**config.mk**
```make
export PLATFORM = sky130hd
export DESIGN_NAME = sgmii_rx_rate_adapt
export DESIGN_NICKNAME = d
export VERILOG_FILES = /design/src/rtl/sgmii_rx_rate_adapt.sv
export SDC_FILE = /design/constraint.sdc
export NUM_CORES = 1
export LEC_CHECK = 0
export ABC_CLOCK_PERIOD_IN_PS = 2100
export CAP_MARGIN = 20
export CORE_MARGIN = 2
export CORE_UTILIZATION = 45
export DETAILED_ROUTE_END_ITERATION = 8
export DONT_BUFFER_PORTS = 1
export GPL_ROUTABILITY_DRIVEN = 0
export PLACE_DENSITY = 0.62
export SLEW_MARGIN = 10
export SYNTH_ARGS = -nofsm -noshare
export SYNTH_HDL_FRONTEND = slang
export SYNTH_SLANG_ARGS = --single-unit
```
**constraint.sdc**
```tcl
create_clock -name clk -period 2.1 [get_ports clk]
set_input_delay 0.525 -clock clk [delete_from_list [all_inputs] [get_ports clk]]
set_output_delay 0.525 -clock clk [all_outputs]
set_load 0.03 [all_outputs]
```
**src/rtl/sgmii_rx_rate_adapt.sv**
```systemverilog
// Receive-side rate adapter: decimates the replicated SGMII symbol stream and
// buffers one copy of each symbol (with K and error flags) for a FWFT reader.
module sgmii_rx_rate_adapt #(
  parameter int LANES        = 2,
  parameter int DEPTH        = 16,
  parameter int PERIOD_100   = 5,
  parameter int PERIOD_10    = 50,
  parameter int SAMPLE_PHASE = 2
) (
  input  logic                     clk,
  input  logic                     rst_n,
  input  logic [1:0]               speed,
  input  logic [8*LANES-1:0]       rx_data,
  input  logic [LANES-1:0]         rx_k,
  input  logic [LANES-1:0]         rx_err,
  input  logic                     rd_en,
  input  logic                     clr_flags,
  output logic [7:0]               dout,
  output logic                     dout_k,
  output logic                     dout_err,
  output logic                     dout_valid,
  output logic [$clog2(DEPTH):0]   level,
  output logic                     overflow,
  output logic                     underflow
);

  localparam int PW   = $clog2(DEPTH);
  localparam int LW   = PW + 1;
  localparam int PMAX = (PERIOD_10 > PERIOD_100) ? PERIOD_10 : PERIOD_100;
  localparam int CW   = $clog2(PMAX);

  localparam logic [CW-1:0] P10_M1  = CW'(PERIOD_10 - 1);
  localparam logic [CW-1:0] P100_M1 = CW'(PERIOD_100 - 1);
  localparam logic [CW-1:0] PHASE   = CW'(SAMPLE_PHASE);
  localparam logic [LW-1:0] ROOM_MAX = LW'(DEPTH - LANES);

  logic [8*LANES-1:0] in_data_q;
  logic [LANES-1:0]   in_k_q;
  logic [LANES-1:0]   in_err_q;
  logic [1:0]         speed_q;
  logic [CW-1:0]      cnt_q, cnt_d, p_m1;
  logic [PW-1:0]      wr_ptr_q, wr_ptr_d;
  logic [PW-1:0]      rd_ptr_q, rd_ptr_d;
  logic [LW-1:0]      level_q, level_d;
  logic               ovf_q, ovf_d;
  logic               unf_q, unf_d;
  logic [9:0]         mem_q [DEPTH];

  logic speed_chg, strobe, room, wr, pop;

  // Read handshake: dout/dout_k/dout_err show the head entry whenever
  // dout_valid is 1; rd_en pops that entry at the next edge only if
  // dout_valid is 1, otherwise the request is ignored and flagged.
  always_comb begin
    speed_chg = (speed != speed_q);
    p_m1      = '0;
    if (speed_q == 2'b00)      p_m1 = P10_M1;
    else if (speed_q == 2'b01) p_m1 = P100_M1;

    cnt_d = cnt_q + CW'(1);
    if (speed_chg || (cnt_q == p_m1)) cnt_d = '0;

    strobe = speed_q[1] | ((cnt_q == PHASE) & ~speed_chg);
    room   = (level_q <= ROOM_MAX);
    wr     = strobe & room;
    pop    = rd_en & dout_valid;

    wr_ptr_d = wr  ? (wr_ptr_q + PW'(LANES)) : wr_ptr_q;
    rd_ptr_d = pop ? (rd_ptr_q + PW'(1))     : rd_ptr_q;
    level_d  = level_q + (wr ? LW'(LANES) : LW'(0)) - (pop ? LW'(1) : LW'(0));

    // A fresh event beats a clear issued in the same cycle.
    ovf_d = ovf_q & ~clr_flags;
    unf_d = unf_q & ~clr_flags;
    if (strobe && !room)     ovf_d = 1'b1;
    if (rd_en && !dout_valid) unf_d = 1'b1;
  end

  always_ff @(posedge clk or negedge rst_n) begin
    if (!rst_n) begin
      in_data_q <= '0;
      in_k_q    <= '0;
      in_err_q  <= '0;
      speed_q   <= 2'b00;
      cnt_q     <= '0;
      wr_ptr_q  <= '0;
      rd_ptr_q  <= '0;
      level_q   <= '0;
      ovf_q     <= 1'b0;
      unf_q     <= 1'b0;
      for (int i = 0; i < DEPTH; i++) mem_q[i] <= '0;
    end else begin
      in_data_q <= rx_data;
      in_k_q    <= rx_k;
      in_err_q  <= rx_err;
      speed_q   <= speed;
      cnt_q     <= cnt_d;
      wr_ptr_q  <= wr_ptr_d;
      rd_ptr_q  <= rd_ptr_d;
      level_q   <= level_d;
      ovf_q     <= ovf_d;
      unf_q     <= unf_d;
      // DEPTH is a multiple of LANES, so a word never straddles the wrap.
      if (wr) begin
        for (int l = 0; l < LANES; l++)
          mem_q[wr_ptr_q + PW'(l)] <= {in_err_q[l], in_k_q[l], in_data_q[8*l +: 8]};
      end
    end
  end

  assign {dout_err, dout_k, dout} = mem_q[rd_ptr_q];
  assign dout_valid = (level_q != '0);
  assign level      = level_q;
  assign overflow   = ovf_q;
  assign underflow  = unf_q;

endmodule

```
---- Word level (Yosys, flattened, before mapping) ----
Cells that the tools add are included.
operators by class
  add/subtract/negate cells ............... 6
  $lt $le $gt $ge ......................... 6
  eq/ne operators ......................... 4
  muxes and demuxes ....................... 16
  bitwise logic cells ..................... 11
  reduce and logical (&&, ||, !) cells .... 9
operators by type and width
  kind                                                                           count
  160-bit bitwise mux                                                            2
  10-bit demux with 4-bit select                                                 2
  10-bit binary-select mux with 4-bit select                                     1
  10-bit 2-to-1 mux                                                              4
  5-bit greater-or-equal comparator (second input constant)                      3
  4-bit NOT with 5-bit output                                                    3
  6-bit 2-to-1 mux                                                               2
  5-bit by 1-bit less-than comparator with 1-bit output (second input constant)  2
  4-bit by 1-bit adder with 4-bit output (second input constant)                 2
  6-bit by 1-bit adder with 6-bit output (second input constant)                 1
  6-bit by 2-bit == test with 1-bit output (second input constant)               1
  6-bit == test                                                                  1
  5-bit by 2-bit adder with 5-bit output                                         1
  1-bit AND                                                                      5
  5-bit by 4-bit <= comparator with 1-bit output (second input constant)         1
  5-bit nonzero test                                                             1
  5-bit by 1-bit subtractor with 5-bit output                                    1
  4-bit by 2-bit adder with 4-bit output (second input constant)                 1
  1-bit logical AND                                                              4
  1-bit 2-to-1 mux                                                               3
  3-bit 2-to-1 mux                                                               1
  2-bit by 1-bit == test with 1-bit output (second input constant)               1
  1-bit zero test                                                                2
  2-bit zero test                                                                1
  5 further kinds                                                                6
word-level totals
  register bits ........................... 203
  input port bits ......................... 26
  word-level logic and storage cells ...... 78

---- Logic depth before layout (Yosys ltp) ----
  depth in word-level cells ............... 8
  gate-level depth with buffers ........... 12
  mapped depth without buffers ............ 11

---- Worst setup path before layout ----
Ideal clock, no wire load.
  kind .................................... register to register
  start ................................... register level_q[2] (netlist: level[2])
  end ..................................... register level_q[3] (netlist: level[3])
  library setup time ...................... 123 ps
  arrival time ............................ 2,436 ps
  slack ................................... -459 ps
  stages on the path, launching flop included .. 11
  buffers on the path ..................... 1
  clock period less this slack ............ 2,559 ps
  cell sequence ........................... dfrtp_1 -> ha_1 -> nand2b_1 -> a41oi_1 -> buf_4 -> nand2_1 -> ha_1 -> inv_1 -> ha_1 -> fa_1 -> xnor2_1
on the way
  cells in the longest elaborated chain, start to end .. 5
  elaborated cells on any way between the ends .. 8
  classes of those cells .................. add/sub: 2; order compare: 1; mux: 2; bitwise: 2; reduce/logical: 1
RTL lines
  element                                          RTL line  source
  start, declared                                  44        logic [LW-1:0] level_q, level_d;
  start signal, assigned                           100       level_q <= level_d;
  5-bit by 4-bit <= comparator with 1-bit output   64        room = (level_q <= ROOM_MAX);
  1-bit AND                                        65        wr = strobe & room;
  2-bit 2-to-1 mux                                 70        level_d = level_q + (wr ? LW'(LANES) : LW'(0)) - (pop ? LW'(1) : LW'(0));
  5-bit by 2-bit adder with 5-bit output           70
  5-bit by 1-bit subtractor with 5-bit output (*)  70
  named net level_d[3]                             44
The timed path passes the listed nets; every way through them passes the cells marked *.
A chain may end at the register's enable or synchronous reset.

---- Worst setup path in the final report ----
  start ................................... register rd_ptr_q[0]
  end ..................................... output dout[5]
on the way
  cells in the longest elaborated chain, start to end .. 4
RTL lines
  element                                                RTL line  source
  start, declared                                        43        logic [PW-1:0] rd_ptr_q, rd_ptr_d;
  start signal, assigned                                 99        rd_ptr_q <= rd_ptr_d;
  4-bit NOT with 5-bit output (implied by the code)      111       assign {dout_err, dout_k, dout} = mem_q[rd_ptr_q];
  10-bit binary-select mux with 4-bit select             111
  10-bit 2-to-1 mux (implied by the code) (2 in series)  111
  end, declared                                          18        output logic [7:0] dout,
Every way passes these cells. The select of a mux whose other input is x is not followed.

==> metrics.txt <==
period utilization 1.348; fin crit period 2830 ps; r2r endpoint level[3]$_DFF_PN0_; final hold vios 202; core footprint 20360 sq um; nets 632; Synth cell types 39; CP endpoint kind primary output; Reg2Reg Launch Point level[3]$_DFF_PN0_; Die Y 148.6 um; port bufs 0; largest net degree at the start of global routing 203; grt ovf 0; net count after synthesis 572; final cell count without fillers 880; Worst Path Arrival 2310 ps; Mapped Area 9404 sq um; Final Max Tran Viols 0; CTS Sinks 202; Die W 148.6 um; Vias 4801; crit path max fanout 7; commonest non-fill, non-tap cell in the layout dfrtp_1; Main synth FF type dfrtp_1; number of global-route vias before repair 5215; CTS tree yes; most area-consuming cells after synthesis dfrtp_1, mux2_4, mux4_2, mux2_1, mux2_2; Slew HR 0.6662; drt initial violations 251; antenna viol nets, final 0; Clock Path Buffers 3; CTS root buffer clkbuf_16; startpoint class of the critical path register; pwr dens 1653 nW/um^2; cell taking the most area after synthesis dfrtp_1; Design Area, Final 11510 sq um; CP Class register to primary output; num ports 44; asr flop ratio synth 1.000; most frequent cells in the layout dfrtp_1, mux2_4, mux4_2; DR pass1 iterations 4; Tot Pwr 19.03 mW; final wirelength 20380 um; area delta synth->final 22.41%; failing checks hold timing, setup timing; Clk pin slew, worst setup/hold paths 60 ps; number of antenna diodes 0; detail-routed net length per standard cell 23.16 um; first-pass GRT wire length 29790 um; Setup Skew 18.90 ps; initial core utilization 0.4618; Seq/Total Area, Yosys 0.5375; vias per cell 5.456; RSZ-0062 raised after global routing yes; maximum VDD drop 0.8564 mV; EDFF count, synth 0; die area 22070 sq um; Placed Area 10030 sq um; dpl cells 809; Fmax 353.3 MHz; number of warnings issued by yosys 0; DR DRC count 0; outcome finished with violations; final setup violation count 58; top-area cell type share of the netlist area 0.5375; P_leak 5.551 nW; Post-Route Utilization 0.5652; H-tree depth 1; GRT Util Overall 0.1731; Max-Cap Viols 0; Synth Register Bits 202; Syn Inst Count 533; setup slack after layout -730.3 ps; CTS Buf Count 23; hold crit path type input pin to asynchronous set/reset pin; worst reg2reg path depth 9; Fin Hold WS -292.6 ps; row cnt 52; Worst-Margin Slew 498.5 ps; initial antenna violation count 0; synthesized area per cell 17.64 sq um; Detail Placement HPWL 10910 um; WP data required 1570 ps; reg-to-reg setup timing slack -50 ps; clk_lat worst skew 520 ps; fraction of layout cells with a size suffix above 1 0.5705
==> layout make-up <==
cell class                 instances  area [sq um]
clock buffer                      37         738.2
clock inverter                     5         53.80
fill                            1536          8853
inverter                          14         56.30
multi-input combinational        285          4299
sequential                       202          5060
tap                              270         337.8
timing repair buffer              67         965.9
==> synth_stat cells, types with 2 or more instances <==
cell      count
mux2_2       21
nand2_1       5
clkbuf_1      7
nor2b_1       3
inv_1        14
ha_1         12
nand4_4       3
nand3_1       3
buf_6        15
nand4b_4      2
mux2_1       22
mux4_2       50
xor2_1        3
mux2_4      119
nand3_4       2
buf_2         8
xnor2_1      10
dfrtp_1     202
nand2b_1      2
nor2_1       11
==> timing repair <==
action / CTS / global route
buffers inserted: 6 / 12
endpoints found under the hold margin: 202 / 202
resized for setup: 10 / 60
endpoints found under the setup margin: 11 / 146
pin swaps: 1 / 11
cloned: 1 / 10
==> stage by stage <==
stage | setup TNS (ps) | setup slack (ps)
floorplan | -1632 | -136.6
global route | -14400 | -780.9
detailed placement | -1895 | -196.5
global placement | -1617 | -176.9
finish | -7919 | -730.3
CTS | -7373 | -741.0
==> registers in the layout, indices dropped and copies added (netlist names) <==
| register | flops |
|---|---|
| rd_ptr_q | 4 |
| overflow | 1 |
| wr_ptr_q | 3 |
| in_err_q | 2 |
| underflow | 1 |
| mem_q | 160 |
| level | 5 |
| in_k_q | 2 |
| cnt_q | 6 |
| in_data_q | 16 |
| speed_q | 2 |
==> kinds of logic after synthesis <==
logic type,Yosys count,share of synthesized area
muxes,212,0.3612
buffers and inverters,46,0.03180
DFF,202,0.5375
xor gates and xnor gates,13,0.01211
and+or+nand+nor,39,0.03300
AOI/OAI and AO/OA,8,0.006254
adders and majority gates,13,0.01809
==> metal layers <==
layer / track usage / share of wire / vias up
met1: 0.2383 / 0.45 / 2576
met3: 0.03589 / 0.046 / 32
met5: 0 / 0 / -
met4: 0.04333 / 0.026 / 0
li1: - / - / 2095
met2: 0.2843 / 0.48 / 98
==> critical path, stage by stage (launching register included) <==
cell and delay [ps]:
dfrtp_2 380, buf_6 150, buf_12 150, mux4_2 500
mux4_2 610
==> how the worst max path moves through the flow <==
stage | start | end | slack, ps | cells past startpoint
5_1_grt | rd_ptr_q[0]$_DFFE_PN0N_ | dout[6] | -780 | 4
4_1_cts | rd_ptr_q[0]$_DFFE_PN0N_ | dout[5] | -740 | 4
3_3_place_gp | rd_ptr_q[0]$_DFFE_PN0N_ | dout[6] | -180 | 3
2_1_floorplan | rd_ptr_q[0]$_DFFE_PN0N_ | dout_k | -140 | 4
6_report | rd_ptr_q[0]$_DFFE_PN0N_ | dout[5] | -730 | 4
3_5_place_dp | rd_ptr_q[0]$_DFFE_PN0N_ | dout[7] | -200 | 3
==> report_power, final <==
group	internal, mW	total [mW]	switching, mW
sequential	5.56	6.72	1.16
combinational	5.15	8.23	3.08
clock	2.52	4.08	1.57
total	13.2	19.0	5.80
Note: power is estimated with default switching activity, not from simulation.
